<file path="src/rtl/mac_feed_if.sv">
// Signal bundle between the MAC operand sequencer (master) and the FIFO/MAC datapath (slave).
// wren and rden are single-cycle strobes that are already qualified by full/empty in the same cycle; every strobe high at a rising clk edge is exactly one transfer.
interface mac_feed_if #(
    parameter int DATA_WIDTH = 8
);
    logic                  start;
    logic [DATA_WIDTH-1:0] a_seed;
    logic [DATA_WIDTH-1:0] b_seed;
    logic                  full_a;
    logic                  full_b;
    logic                  empty_a;
    logic                  empty_b;
    logic                  wren;
    logic [DATA_WIDTH-1:0] wdata_a;
    logic [DATA_WIDTH-1:0] wdata_b;
    logic                  rden;
    logic                  mac_en;
    logic                  mac_clr;
    logic                  done;

    modport master (
        input  start, a_seed, b_seed, full_a, full_b, empty_a, empty_b,
        output wren, wdata_a, wdata_b, rden, mac_en, mac_clr, done
    );

    modport slave (
        output start, a_seed, b_seed, full_a, full_b, empty_a, empty_b,
        input  wren, wdata_a, wdata_b, rden, mac_en, mac_clr, done
    );
endinterface

</file>
<file path="src/rtl/mac_feed_ctrl.sv">
// Operand sequencer: fills FIFO A/B with two arithmetic streams, drains them in lockstep
// into the MAC, waits for the MAC pipeline to settle, then holds done until start drops.
module mac_feed_ctrl #(
    parameter int DATA_WIDTH = 8,
    parameter int DEPTH      = 8,
    parameter int MAC_LAT    = 1
) (
    input  logic       clk,
    input  logic       rst,
    mac_feed_if.master bus,
    output logic [2:0] state_dbg
);
    localparam int IW = $clog2(DEPTH) + 1;
    localparam int CW = $clog2(MAC_LAT + 1) + 1;
    localparam logic [IW-1:0] IDX_LAST = IW'(DEPTH - 1);
    localparam logic [IW-1:0] IDX_MAX  = IW'(DEPTH);
    localparam logic [CW-1:0] LAT_LOAD = CW'(MAC_LAT);

    localparam logic [2:0] S_IDLE  = 3'd0;
    localparam logic [2:0] S_FILL  = 3'd1;
    localparam logic [2:0] S_DRAIN = 3'd2;
    localparam logic [2:0] S_FLUSH = 3'd3;
    localparam logic [2:0] S_DONE  = 3'd4;

    logic [2:0]    state, state_nx;
    logic [IW-1:0] idx, idx_nx;
    logic [CW-1:0] lat_cnt, lat_cnt_nx;
    logic          wr_ok, rd_ok;

    // Both FIFOs are always written or read together so their contents stay paired.
    assign wr_ok = (state == S_FILL)  && !bus.full_a  && !bus.full_b  && (idx < IDX_MAX);
    assign rd_ok = (state == S_DRAIN) && !bus.empty_a && !bus.empty_b && (idx < IDX_MAX);

    assign bus.wren    = wr_ok;
    assign bus.rden    = rd_ok;
    assign bus.wdata_a = bus.a_seed + DATA_WIDTH'(idx);
    assign bus.wdata_b = bus.b_seed + DATA_WIDTH'(idx);
    assign state_dbg   = state;

    always_comb begin
        state_nx   = state;
        idx_nx     = idx;
        lat_cnt_nx = lat_cnt;
        case (state)
            S_IDLE: begin
                if (bus.start) begin
                    state_nx = S_FILL;
                    idx_nx   = '0;
                end
            end
            S_FILL: begin
                if (wr_ok) begin
                    if (idx == IDX_LAST) begin
                        state_nx = S_DRAIN;
                        idx_nx   = '0;
                    end else begin
                        idx_nx = idx + IW'(1);
                    end
                end
            end
            S_DRAIN: begin
                if (rd_ok) begin
                    if (idx == IDX_LAST) begin
                        state_nx   = S_FLUSH;
                        idx_nx     = '0;
                        lat_cnt_nx = LAT_LOAD;
                    end else begin
                        idx_nx = idx + IW'(1);
                    end
                end
            end
            S_FLUSH: begin
                // The final mac_en fires in the first FLUSH cycle; done follows MAC_LAT cycles later.
                if (lat_cnt <= CW'(1)) begin
                    state_nx = S_DONE;
                end else begin
                    lat_cnt_nx = lat_cnt - CW'(1);
                end
            end
            S_DONE: begin
                if (!bus.start) begin
                    state_nx = S_IDLE;
                end
            end
            default: begin
                state_nx = S_IDLE;
                idx_nx   = '0;
            end
        endcase
    end

    always_ff @(posedge clk) begin
        if (rst) begin
            state       <= S_IDLE;
            idx         <= '0;
            lat_cnt     <= '0;
            bus.mac_en  <= 1'b0;
            bus.mac_clr <= 1'b0;
            bus.done    <= 1'b0;
        end else begin
            state       <= state_nx;
            idx         <= idx_nx;
            lat_cnt     <= lat_cnt_nx;
            // FIFO read data lands one cycle after rden, so the MAC enable trails it by one.
            bus.mac_en  <= rd_ok;
            bus.mac_clr <= (state == S_IDLE) && bus.start;
            bus.done    <= (state_nx == S_DONE);
        end
    end
endmodule

</file>
<file path="src/flat_wrapper.sv">
// flat-port wrapper written by rule: the top's interface ports become plain ports
module mac_feed_ctrl_flat 
#(
    parameter int DATA_WIDTH = 8,
    parameter int DEPTH      = 8,
    parameter int MAC_LAT    = 1
)
  (clk, rst, state_dbg, bus_start, bus_a_seed, bus_b_seed, bus_full_a, bus_full_b, bus_empty_a, bus_empty_b, bus_wren, bus_wdata_a, bus_wdata_b, bus_rden, bus_mac_en, bus_mac_clr, bus_done);
  mac_feed_if #(.DATA_WIDTH(DATA_WIDTH)) bus_i ();
  input  logic clk;
  input  logic rst;
  output logic [2:0] state_dbg;
  input wire logic [$bits(bus_i.start)-1:0] bus_start;
  input wire logic [$bits(bus_i.a_seed)-1:0] bus_a_seed;
  input wire logic [$bits(bus_i.b_seed)-1:0] bus_b_seed;
  input wire logic [$bits(bus_i.full_a)-1:0] bus_full_a;
  input wire logic [$bits(bus_i.full_b)-1:0] bus_full_b;
  input wire logic [$bits(bus_i.empty_a)-1:0] bus_empty_a;
  input wire logic [$bits(bus_i.empty_b)-1:0] bus_empty_b;
  output wire logic [$bits(bus_i.wren)-1:0] bus_wren;
  output wire logic [$bits(bus_i.wdata_a)-1:0] bus_wdata_a;
  output wire logic [$bits(bus_i.wdata_b)-1:0] bus_wdata_b;
  output wire logic [$bits(bus_i.rden)-1:0] bus_rden;
  output wire logic [$bits(bus_i.mac_en)-1:0] bus_mac_en;
  output wire logic [$bits(bus_i.mac_clr)-1:0] bus_mac_clr;
  output wire logic [$bits(bus_i.done)-1:0] bus_done;
  assign bus_i.start = bus_start;
  assign bus_i.a_seed = bus_a_seed;
  assign bus_i.b_seed = bus_b_seed;
  assign bus_i.full_a = bus_full_a;
  assign bus_i.full_b = bus_full_b;
  assign bus_i.empty_a = bus_empty_a;
  assign bus_i.empty_b = bus_empty_b;
  assign bus_wren = bus_i.wren;
  assign bus_wdata_a = bus_i.wdata_a;
  assign bus_wdata_b = bus_i.wdata_b;
  assign bus_rden = bus_i.rden;
  assign bus_mac_en = bus_i.mac_en;
  assign bus_mac_clr = bus_i.mac_clr;
  assign bus_done = bus_i.done;
  mac_feed_ctrl #(.DATA_WIDTH(DATA_WIDTH), .DEPTH(DEPTH), .MAC_LAT(MAC_LAT)) u_core (.clk(clk), .rst(rst), .bus(bus_i), .state_dbg(state_dbg));
endmodule
</file>
<file path="config.mk">
export PLATFORM = sky130hd
export DESIGN_NAME = mac_feed_ctrl_flat
export DESIGN_NICKNAME = d
export VERILOG_FILES = /design/src/rtl/mac_feed_if.sv /design/src/rtl/mac_feed_ctrl.sv /design/src/flat_wrapper.sv
export SDC_FILE = /design/constraint.sdc
export NUM_CORES = 1
export LEC_CHECK = 0
export BUFFER_PORTS_ARGS = -buffer_cell sky130_fd_sc_hd__buf_2
export CORE_ASPECT_RATIO = 2
export CORE_MARGIN = 5
export CORE_UTILIZATION = 40
export CTS_CLUSTER_DIAMETER = 30
export DETAILED_ROUTE_END_ITERATION = 16
export PLACE_DENSITY = 0.72
export SYNTH_ARGS = -nofsm -noshare
export SYNTH_HDL_FRONTEND = slang
export SYNTH_SLANG_ARGS = --single-unit
export TNS_END_PERCENT = 100
</file>
<file path="constraint.sdc">
create_clock -name clk -period 1.6 [get_ports clk]
set_input_delay 0.08 -clock clk [delete_from_list [all_inputs] [get_ports clk]]
set_output_delay 0.08 -clock clk [all_outputs]
set_load 0.02 [all_outputs]
</file>
# After elaboration in Yosys (flattened, before gate mapping)
# Cells that the tools add are included.
# op_classes
n_lt_le_gt_ge	2
eq_ne	11
add_sub_neg	4
bitwise_logic	1
n_reduce_logical	16
n_mux	17
# op_table
operator	count
$mux 3	7
$add 8x4->8	2
$mux 4	4
$pmux 4 s4	1
$pmux 3 s5	1
$ne 2x2->1 const B	5
$reduce_and 4->1	2
$logic_and 1x1->1	7
$eq 3x2->1 const B	2
$eq 3x3->1 const B	2
$mux 2	3
$add 4x1->4 const B	1
$eq 4x3->1 const B	1
$logic_not 1->1	4
$lt 4x4->1 const B	1
$pmux 2 s2	1
$eq 3x1->1 const B	1
$logic_not 3->1	1
$le 2x1->1 const B	1
$reduce_bool 2->1	1
$reduce_or 2->1	1
$sub 2x1->2 const B	1
$not 1->1	1
# totals
inputBits	23
ff_bits	12
wordCells	57
output_inout_bits	24

# Longest topological paths before layout
# Gate-level depths: netlist of the first run.
# depth
depth_word	7
ltp_mapped	7
mapped_depth_nobuf	7

# Worst setup path before layout of the first run
# No wires, ideal clock.
# synth_path
kind	register to output
start	register u_core.idx[0]
end	output bus_wdata_a[6]
slack_ps	-238
stages_incl_launch_ff	8
arrival_ps	1758
path_buffers	0
required_time_ps	1520
cell_sequence	dfxtp_1 -> ha_1 -> inv_1 -> fa_1 -> nor2b_1 -> o21ai_0 -> a21oi_1 -> xor2_1
# synth_between
elab_chain_cells	1
# synth_lines
item	line	text
from (decl)	mac_feed_ctrl.sv:26	logic [IW-1:0] idx, idx_nx;
from (signal assigned)	mac_feed_ctrl.sv:102	idx <= idx_nx;
$add 8x4->8	mac_feed_ctrl.sv:36	assign bus.wdata_a = bus.a_seed + DATA_WIDTH'(idx);
to (decl)	flat_wrapper.sv:21	output wire logic [$bits(bus_i.wdata_a)-1:0] bus_wdata_a;
# Every way passes these cells.

# Worst setup path after layout of the first run
# Same ends and word-level chain as after synthesis.

==> run_summary.xml, run 1 <==
<?xml version="1.0" encoding="UTF-8"?>
<metrics>
  <group name="timing">
    <metric name="rsz0062_at_grt" unit="">yes</metric>
    <metric name="layout_worst_path_cycle_share" unit="%">122.2</metric>
    <metric name="post-route-worst-setup-slack" unit="ns">-0.3547</metric>
    <metric name="worst_slew_pin_tran" unit="ns">0.3427</metric>
    <metric name="setup_skew" unit="ns">0.008572</metric>
    <metric name="hold_viol" unit="">0</metric>
    <metric name="finalMaxSlewViolations" unit="">0</metric>
    <metric name="final.min_clock_period" unit="ns">1.955</metric>
    <metric name="maxClockFrequency" unit="MHz">511.6</metric>
    <metric name="finalSetupViolCount" unit="">16</metric>
    <metric name="slew_headroom" unit="%">77.16</metric>
  </group>
  <group name="clock_network">
    <metric name="clk_latency" unit="ns">0.24</metric>
    <metric name="ctsRootBufferMaster" unit="">sky130_fd_sc_hd__clkbuf_8</metric>
    <metric name="tritoncts" unit="">yes</metric>
    <metric name="cts-htree-levels" unit="">1</metric>
    <metric name="tritoncts.num_buffers" unit="">3</metric>
    <metric name="cts_hold_repair.buffers" unit="">0</metric>
    <metric name="cts_sinks" unit="">12</metric>
    <metric name="clkSlewWorstSetupHoldPaths" unit="ns">0.06</metric>
    <metric name="max_clock_buf_depth" unit="">2</metric>
  </group>
  <group name="floorplanning">
    <metric name="floorplan.initialDensity" unit="%">41.52</metric>
    <metric name="core_area" unit="µm²">2537</metric>
    <metric name="chipHeight" unit="µm">82.58</metric>
    <metric name="floorplan.die_area" unit="µm²">3822</metric>
    <metric name="top_level_ports" unit="">47</metric>
    <metric name="die_w" unit="µm">46.29</metric>
    <metric name="core.rowCount" unit="">26</metric>
  </group>
  <group name="synthesis">
    <metric name="post_synth_xor_area_fraction" unit="%">9.145</metric>
    <metric name="ys_types" unit="">34</metric>
    <metric name="syn_avg_cell_area" unit="µm²">8.167</metric>
    <metric name="syn-cell-area" unit="µm²">1054</metric>
    <metric name="portion_of_the_post_synthesis_area_used_by_sequential_elements" unit="%">22.80</metric>
    <metric name="synthCells" unit="">129</metric>
    <metric name="synth_ff_type" unit="">sky130_fd_sc_hd__dfxtp_1</metric>
    <metric name="synth-adder-area-share" unit="%">15.68</metric>
    <metric name="compound_gate_fraction_of_synth_area" unit="%">18.65</metric>
    <metric name="synth.net_count" unit="">164</metric>
    <metric name="largest_family_of_logic_cells_by_synthesized_area" unit="">simple AND/OR/NAND/NOR gates</metric>
    <metric name="yosys_warnings" unit="">0</metric>
    <metric name="synth.area.mux_share" unit="%">4.751</metric>
    <metric name="async_flop_share" unit="%">0</metric>
    <metric name="post_synth_and_or_nand_nor_area_fraction" unit="%">23.87</metric>
    <metric name="synth_enable_flop_cells" unit="">0</metric>
    <metric name="flip_flop_and_latch_count_after_synthesis" unit="">12</metric>
  </group>
  <group name="grt">
    <metric name="maximum_number_of_pins_on_one_net_before_global_route_repair" unit="">14</metric>
    <metric name="global_route.overflow_total" unit="">0</metric>
    <metric name="globalRoute.busiestLayer" unit="">met2</metric>
    <metric name="gr-usage-met2" unit="%">45.17</metric>
    <metric name="via_count_of_the_first_global_routing_pass" unit="">1386</metric>
    <metric name="antenna_found_initial" unit="">0</metric>
    <metric name="grtUsageTotal" unit="%">20.91</metric>
    <metric name="grtUsageMet1" unit="%">16.12</metric>
    <metric name="grtUsageMet3" unit="%">2.169</metric>
    <metric name="grt_pass1_wl" unit="mm">5.837</metric>
  </group>
  <group name="power">
    <metric name="ir_drop" unit="µV">589.0</metric>
    <metric name="pwr_density_cell" unit="nW/µm²">484.8</metric>
    <metric name="cellLeakagePower" unit="nW">0.8598</metric>
  </group>
  <group name="finish">
    <metric name="stdcell_area" unit="µm²">1927</metric>
    <metric name="layout-area-overhead-vs-synth" unit="%">82.90</metric>
    <metric name="filler_cell_count" unit="">177</metric>
    <metric name="final_layout_size_suffix_gt1_share" unit="%">62.93</metric>
    <metric name="finalCoreUtilization" unit="%">75.94</metric>
    <metric name="design.final.nets" unit="">241</metric>
    <metric name="final-instance-count-excl-fill" unit="">233</metric>
    <metric name="number_of_antenna_diodes" unit="">0</metric>
  </group>
  <group name="detailed_routing">
    <metric name="drt_first_pass_iters" unit="">4</metric>
    <metric name="via_per_inst" unit="">5.524</metric>
    <metric name="detail_route.iter0.violations" unit="">19</metric>
    <metric name="detailroute.via_count" unit="">1287</metric>
    <metric name="drcViolationCount" unit="">0</metric>
    <metric name="wl_per_cell" unit="µm">16.89</metric>
    <metric name="totalWireLength" unit="mm">3.935</metric>
    <metric name="final_antenna_net_count" unit="">0</metric>
  </group>
  <group name="placement">
    <metric name="port-buffer-count" unit="">46</metric>
    <metric name="detailed_place.area" unit="µm²">1523</metric>
    <metric name="dp_worst_setup_slack" unit="ns">-0.1872</metric>
    <metric name="gpl.final_weighted_congestion" unit="">0.7986</metric>
    <metric name="dp.final_hpwl" unit="mm">2.826</metric>
    <metric name="post-place-cells" unit="">222</metric>
  </group>
  <group name="min_path">
    <metric name="worst_hold_startpoint" unit="">rst</metric>
    <metric name="timing.hold.worst.class" unit="">in2reg</metric>
  </group>
  <group name="worst_setup_path">
    <metric name="sort_of_element_at_the_end_of_the_critical_path" unit="">output pin</metric>
    <metric name="start_kind" unit="">register</metric>
    <metric name="setup.worst_path.start" unit="">u_core.idx[0]</metric>
    <metric name="worst-endpoint-required" unit="ns">1.52</metric>
    <metric name="cp.arrival" unit="ns">1.87</metric>
    <metric name="worst-r2r-setup-slack" unit="ns">-0.15</metric>
    <metric name="critical_path_class" unit="">reg2out</metric>
    <metric name="crit-reg2reg-launch" unit="">u_core.idx[3]</metric>
    <metric name="path_max_fanout" unit="">3</metric>
  </group>
  <group name="status">
    <metric name="violations" unit="">setup timing</metric>
    <metric name="status" unit="">complete, but fails checks</metric>
  </group>
  <group name="job">
    <metric name="maxCapViolCount" unit="">0</metric>
  </group>
</metrics>
[where the power goes]
| part | internal [mW] | switching [mW] | leakage, nW |
|---|---|---|---|
| clock network | 0.176 | 0.116 | 0.0228 |
| registers | 0.303 | 0.00518 | 0.101 |
| logic | 0.164 | 0.170 | 0.736 |
| total | 0.643 | 0.292 | 0.860 |
[registers in the layout (all words and copies together) (netlist names)]
signal and cells:
u_core.bus.mac_en 1, u_core.idx 4, u_core.bus.mac_clr 1, u_core.state_dbg 3, u_core.bus.done 1, u_core.lat_cnt 2
[worst max-delay path: stages (launching register included)]
cell and delay (ns):
sky130_fd_sc_hd__dfxtp_4 0.37, sky130_fd_sc_hd__ha_4 0.13, sky130_fd_sc_hd__inv_2 0.03, sky130_fd_sc_hd__fa_2 0.35
sky130_fd_sc_hd__nor2b_2 0.16, sky130_fd_sc_hd__o21ai_2 0.09, sky130_fd_sc_hd__a21oi_2 0.18, sky130_fd_sc_hd__xor2_2 0.17
sky130_fd_sc_hd__buf_6 0.14
[per-layer routing]
layer | part of all wire (%) | wire length (µm)
met5 | 0 | 0
met4 | 2.9 | 114
met3 | 6.8 | 268
met2 | 60 | 2370
met1 | 30 | 1181
[logic make-up (layout without fill, tap and decap cells)]
group,Yosys count,after routing
AO/OA/AOI/OAI,28,28
XOR/XNOR,11,11
adder cells (fa/ha/maj),12,12
buffers and inverters,14,90
flip-flops,12,12
multiplexers,4,4
AND/OR/NAND/NOR,48,48
[metrics by stage]
| stage | setup TNS [ns] | hold slack, ns | total power [mW] |
|---|---|---|---|
| 2_1_floorplan | -0.2996 | 0.2433 | 0.4616 |
| 3_3_place_gp | -0.2635 | 0.4003 | 0.5643 |
| 3_5_place_dp | -0.6634 | 0.4072 | 0.5710 |
| 4_1_cts | -2.282 | 0.1626 | 0.8997 |
| 5_1_grt | -3.956 | 0.1784 | 0.9710 |
| 6_report | -2.883 | 0.1648 | 0.9342 |
[Yosys cell counts (4+ instances only)]
master / count / share of area [%]
sky130_fd_sc_hd__dfxtp_1: 12 / 23
sky130_fd_sc_hd__inv_1: 12 / 4.3
sky130_fd_sc_hd__nor2_1: 11 / 3.9
sky130_fd_sc_hd__ha_1: 10 / 12
sky130_fd_sc_hd__nand2_1: 9 / 3.2
sky130_fd_sc_hd__nor3_1: 7 / 3.3
sky130_fd_sc_hd__xnor2_1: 7 / 5.8
sky130_fd_sc_hd__a21oi_1: 6 / 2.9
sky130_fd_sc_hd__nor2b_1: 6 / 3.6
sky130_fd_sc_hd__o21ai_0: 6 / 2.9
sky130_fd_sc_hd__a211oi_1: 5 / 3.6
sky130_fd_sc_hd__nand2b_1: 4 / 2.4
sky130_fd_sc_hd__xor2_1: 4 / 3.3
[layout make-up]
cell class / count / area, µm² / area share, %
clock buffers: 4 / 45.04 / 2.338
inverters: 12 / 45.04 / 2.338
multi-input cells: 103 / 1025 / 53.18
flip-flops and latches: 12 / 255.2 / 13.25
well taps: 28 / 35.03 / 1.818
repair buffers: 74 / 521.8 / 27.08
[cell usage in the layout, fill, tap and decap left out, drive strengths merged, types with 4 or more instances in the layout]
cell    netlist  final
xor2          4      4
nor2b         6      6
o21ai         6      6
buf           0     74
nor2         11     11
inv          12     12
nand2b        4      4
nor3          7      7
ha           10     10
nand2         9      9
clkbuf        2      4
a211oi        5      5
dfxtp        12     12
a21oi         6      6
xnor2         7      7
[final timing paths]
kind | depth (start not counted) | end
max | 8 | bus_wdata_a[6]
min | 2 | u_core.bus.done
max reg2reg | 5 | u_core.idx[0]
min reg2reg | 1 | u_core.lat_cnt[0]
[timing repair]
action	CTS	global route
buffers inserted	6	5
setup endpoints to repair	19	19
pin swaps	22	20
resized for setup	50	26
(Power assumes the default switching activity.)
==> run 2, diff against run 1 <==
--- a/config.mk
+++ b/config.mk
@@ -5,13 +5,14 @@
 export SDC_FILE = /design/constraint.sdc
 export NUM_CORES = 1
 export LEC_CHECK = 0
+export ABC_AREA = 1
 export BUFFER_PORTS_ARGS = -buffer_cell sky130_fd_sc_hd__buf_2
 export CORE_ASPECT_RATIO = 2
 export CORE_MARGIN = 5
 export CORE_UTILIZATION = 40
-export CTS_CLUSTER_DIAMETER = 30
+export CTS_CLUSTER_DIAMETER = 150
 export DETAILED_ROUTE_END_ITERATION = 16
-export PLACE_DENSITY = 0.72
+export PLACE_DENSITY = 0.71
 export SYNTH_ARGS = -nofsm -noshare
 export SYNTH_HDL_FRONTEND = slang
 export SYNTH_SLANG_ARGS = --single-unit
==> run 2 against run 1 <==
Effect of this change:
- the run still ends with setup timing left
- sequential share of layout area is 0.52 points higher
- final area is 4.7% lower
- worst hold slack worse by 0.063 ns
- worst setup slack better by 0.12 ns
- total power is 35% higher
- clock-buffer cell count is 1 lower
- sequential cell count stayed put
- critical path depth is 1 lower
- wire length is 7.4% lower
- critical path type unchanged
- largest power group unchanged
==> run_summary.xml, run 2 <==
<?xml version="1.0" encoding="UTF-8"?>
<metrics>
  <group name="finish">
    <metric name="final_common_cell" unit="">sky130_fd_sc_hd__buf_2</metric>
    <metric name="design.final.nets" unit="">274</metric>
    <metric name="number_of_antenna_diodes" unit="">0</metric>
    <metric name="largest_register" unit="">u_core.idx</metric>
    <metric name="layout-area-overhead-vs-synth" unit="%">61.92</metric>
    <metric name="final_layout_size_suffix_gt1_share" unit="%">45.99</metric>
    <metric name="finalCoreUtilization" unit="%">67.08</metric>
    <metric name="layout.cells.most_common_list" unit="">sky130_fd_sc_hd__buf_2 (36), sky130_fd_sc_hd__nand2_1 (34), sky130_fd_sc_hd__inv_1 (25), sky130_fd_sc_hd__nor2_1 (19), sky130_fd_sc_hd__buf_4 (18)</metric>
    <metric name="largest_reg_flops" unit="">4</metric>
    <metric name="final-instance-count-excl-fill" unit="">266</metric>
  </group>
  <group name="floorplanning">
    <metric name="floorplan.initialDensity" unit="%">41.43</metric>
    <metric name="chipHeight" unit="µm">85.29</metric>
    <metric name="core_area" unit="µm²">2736</metric>
    <metric name="top_level_ports" unit="">47</metric>
    <metric name="floorplan.die_area" unit="µm²">4063</metric>
    <metric name="core.rowCount" unit="">27</metric>
    <metric name="die_w" unit="µm">47.64</metric>
  </group>
  <group name="worst_setup_path">
    <metric name="crit-reg2reg-launch" unit="">u_core.idx[3]</metric>
    <metric name="cp_slowest_cell" unit="">sky130_fd_sc_hd__dfxtp_4</metric>
    <metric name="path_max_fanout" unit="">3</metric>
    <metric name="start_kind" unit="">register</metric>
    <metric name="critical_path_class" unit="">reg2out</metric>
    <metric name="number_of_buffer_and_inverter_stages_on_the_critical_path" unit="">2</metric>
    <metric name="worst_path_largest_cell_delay" unit="ns">0.37</metric>
    <metric name="worst-endpoint-required" unit="ns">1.52</metric>
    <metric name="cp.arrival" unit="ns">1.75</metric>
    <metric name="timing.critical_path.cells" unit="">ha_4 -&gt; inv_2 -&gt; fa_2 -&gt; o21ai_2 -&gt; nand3_2 -&gt; xnor2_4 -&gt; buf_6</metric>
    <metric name="sort_of_element_at_the_end_of_the_critical_path" unit="">output pin</metric>
    <metric name="regToRegEndpoint" unit="">u_core.state_dbg[0]</metric>
    <metric name="ff2ff_path_depth" unit="">10</metric>
    <metric name="path_delay_family" unit="">adder cells</metric>
    <metric name="worst-r2r-setup-slack" unit="ns">0.15</metric>
  </group>
  <group name="timing">
    <metric name="hold_viol" unit="">0</metric>
    <metric name="worst_slew_pin_tran" unit="ns">0.2297</metric>
    <metric name="setup_tns" unit="ns">-0.9094</metric>
    <metric name="layout_worst_path_cycle_share" unit="%">114.7</metric>
    <metric name="finalSetupViolCount" unit="">8</metric>
    <metric name="maxClockFrequency" unit="MHz">545.0</metric>
    <metric name="final.min_clock_period" unit="ns">1.835</metric>
    <metric name="setup_skew" unit="ns">0.002347</metric>
    <metric name="post-route-worst-setup-slack" unit="ns">-0.2347</metric>
    <metric name="worst_hold_slack" unit="ns">0.1018</metric>
    <metric name="slew_headroom" unit="%">84.67</metric>
    <metric name="rsz0062_at_grt" unit="">yes</metric>
    <metric name="finalMaxSlewViolations" unit="">0</metric>
  </group>
  <group name="placement">
    <metric name="dp.final_hpwl" unit="mm">2.843</metric>
    <metric name="gpl.final_weighted_congestion" unit="">0.8678</metric>
    <metric name="port-buffer-count" unit="">46</metric>
    <metric name="post-place-cells" unit="">258</metric>
  </group>
  <group name="min_path">
    <metric name="timing.hold.worst.class" unit="">in2reg</metric>
    <metric name="worst_hold_startpoint" unit="">rst</metric>
    <metric name="worstHoldPathCells" unit="">2</metric>
    <metric name="timing.hold.worst_endpoint" unit="">u_core.lat_cnt[1]</metric>
  </group>
  <group name="synthesis">
    <metric name="synth_enable_flop_cells" unit="">0</metric>
    <metric name="portion_of_the_post_synthesis_area_used_by_sequential_elements" unit="%">21.19</metric>
    <metric name="synth_top_cell_by_area" unit="">sky130_fd_sc_hd__dfxtp_1</metric>
    <metric name="ys_types" unit="">25</metric>
    <metric name="syn_avg_cell_area" unit="µm²">6.553</metric>
    <metric name="largest_cells_by_area_after_synthesis" unit="">sky130_fd_sc_hd__dfxtp_1 (21%), sky130_fd_sc_hd__nand2_1 (13%), sky130_fd_sc_hd__ha_1 (11%)</metric>
    <metric name="top_count_cell_post_synth" unit="">sky130_fd_sc_hd__nand2_1</metric>
    <metric name="async_flop_share" unit="%">0</metric>
    <metric name="yosys_warnings" unit="">0</metric>
    <metric name="synth.net_count" unit="">208</metric>
    <metric name="synth_ff_type" unit="">sky130_fd_sc_hd__dfxtp_1</metric>
    <metric name="synthCells" unit="">173</metric>
    <metric name="syn-cell-area" unit="µm²">1134</metric>
    <metric name="yosys.area.top_type_share" unit="%">21.19</metric>
    <metric name="synth.top_cells.by_count" unit="">sky130_fd_sc_hd__nand2_1 (38), sky130_fd_sc_hd__inv_1 (29), sky130_fd_sc_hd__nor2_1 (19), sky130_fd_sc_hd__nand3_1 (18), sky130_fd_sc_hd__dfxtp_1 (12)</metric>
    <metric name="flip_flop_and_latch_count_after_synthesis" unit="">12</metric>
  </group>
  <group name="grt">
    <metric name="maximum_number_of_pins_on_one_net_before_global_route_repair" unit="">8</metric>
    <metric name="global_route.overflow_total" unit="">0</metric>
    <metric name="antenna_found_initial" unit="">0</metric>
    <metric name="via_count_of_the_first_global_routing_pass" unit="">1323</metric>
    <metric name="grtUsageTotal" unit="%">18.07</metric>
    <metric name="grt_pass1_wl" unit="mm">5.409</metric>
  </group>
  <group name="status">
    <metric name="violations" unit="">setup timing</metric>
    <metric name="status" unit="">complete, but fails checks</metric>
  </group>
  <group name="clock_network">
    <metric name="ctsRootBufferMaster" unit="">sky130_fd_sc_hd__clkbuf_8</metric>
    <metric name="cts_sinks" unit="">12</metric>
    <metric name="tritoncts" unit="">yes</metric>
    <metric name="tritoncts.num_buffers" unit="">3</metric>
    <metric name="cts_hold_repair.buffers" unit="">0</metric>
    <metric name="clk_latency" unit="ns">0.24</metric>
    <metric name="clkSlewWorstSetupHoldPaths" unit="ns">0.05</metric>
    <metric name="cts-htree-levels" unit="">1</metric>
    <metric name="max_clock_buf_depth" unit="">2</metric>
  </group>
  <group name="power">
    <metric name="cellLeakagePower" unit="nW">0.9538</metric>
    <metric name="ir_drop" unit="µV">551.9</metric>
    <metric name="pwr_density_cell" unit="nW/µm²">689.3</metric>
  </group>
  <group name="detailed_routing">
    <metric name="drt_first_pass_iters" unit="">4</metric>
    <metric name="wl_per_cell" unit="µm">13.70</metric>
    <metric name="final_antenna_net_count" unit="">0</metric>
    <metric name="detailroute.via_count" unit="">1344</metric>
    <metric name="via_per_inst" unit="">5.053</metric>
    <metric name="totalWireLength" unit="mm">3.644</metric>
    <metric name="detail_route.iter0.violations" unit="">14</metric>
    <metric name="drcViolationCount" unit="">0</metric>
  </group>
  <group name="job">
    <metric name="maxCapViolCount" unit="">0</metric>
  </group>
</metrics>
==> run 2: cell types whose count changed in the layout (fill, tap and decap cells not counted), moves of 4 or more <==
cell,delta
sky130_fd_sc_hd__nand3_2,+5
sky130_fd_sc_hd__inv_2,+6
sky130_fd_sc_hd__xnor2_1,-5
sky130_fd_sc_hd__nor3_1,-4
sky130_fd_sc_hd__nand3_1,+12
sky130_fd_sc_hd__nor2_1,+12
sky130_fd_sc_hd__xor2_1,+6
sky130_fd_sc_hd__nand2_2,+4
sky130_fd_sc_hd__buf_6,-6
sky130_fd_sc_hd__nand4_1,+9
sky130_fd_sc_hd__buf_4,-10
sky130_fd_sc_hd__inv_1,+15
sky130_fd_sc_hd__nand2_1,+26
==> run 2: what timing repair did <==
item,4_1_cts,5_1_grt
endpoints found under the hold margin,0,0
setup endpoints to repair,12,13
pin swaps,10,18
setup buffers,2,4
resized for setup,36,15
==> run 2: cells by family after synthesis <==
logic type | Yosys count | share of synthesized area [%]
DFF | 12 | 21.19
xor gates and xnor gates | 11 | 8.499
buffers and inverters | 33 | 10.93
AOI/OAI and AO/OA | 11 | 5.850
and+or+nand+nor | 94 | 38.96
adders and majority gates | 12 | 14.57
==> run 2: where the power goes <==
group | switching [mW] | internal (mW) | leakage [nW]
clock | 0.101 | 0.165 | 0.0216
combinational | 0.355 | 0.306 | 0.832
sequential | 0.0221 | 0.315 | 0.100
total | 0.478 | 0.787 | 0.954
==> run 2: metrics by stage <==
| stage | total power, mW | setup slack (ns) | cell area (µm²) |
|---|---|---|---|
| after global placement | 0.8434 | -0.07082 | 1536 |
| after global routing | 1.349 | -0.2964 | 1836 |
| final | 1.265 | -0.2347 | 1836 |
| after floorplan | 0.6646 | -0.01920 | 1195 |
| after CTS | 1.221 | -0.2725 | 1757 |
| after detailed placement | 0.8564 | -0.1505 | 1536 |
==> run 2: layout make-up <==
class / count / area [µm²]
clock buffer: 3 / 41.29
tap: 29 / 36.28
fill: 231 / 900.9
sequential: 12 / 252.7
inverter: 33 / 123.9
multi-input combinational: 128 / 987.2
timing repair buffer: 61 / 394.1
==> run 2: per-layer routing <==
metal | track usage (%) | part of all wire [%] | wire length, µm
met2 | 37.41 | 61 | 2212
met4 | 5.882 | 3.1 | 112
met3 | 2.335 | 6.4 | 233
met5 | 0 | 0 | 0
met1 | 15.17 | 30 | 1085
==> run 2: worst max path at each step <==
stage                        startpoint             end  slack (ns)  cells past startpoint
after floorplan           u_core.idx[0]  bus_wdata_a[4]       -0.02                      5
after global placement    u_core.idx[0]  bus_wdata_a[6]       -0.07                      7
after detailed placement  u_core.idx[0]  bus_wdata_a[6]       -0.15                      7
after CTS                 u_core.idx[0]  bus_wdata_a[6]       -0.27                      7
after global routing      u_core.idx[0]  bus_wdata_a[6]       -0.30                      7
final                     u_core.idx[0]  bus_wdata_a[6]       -0.23                      7
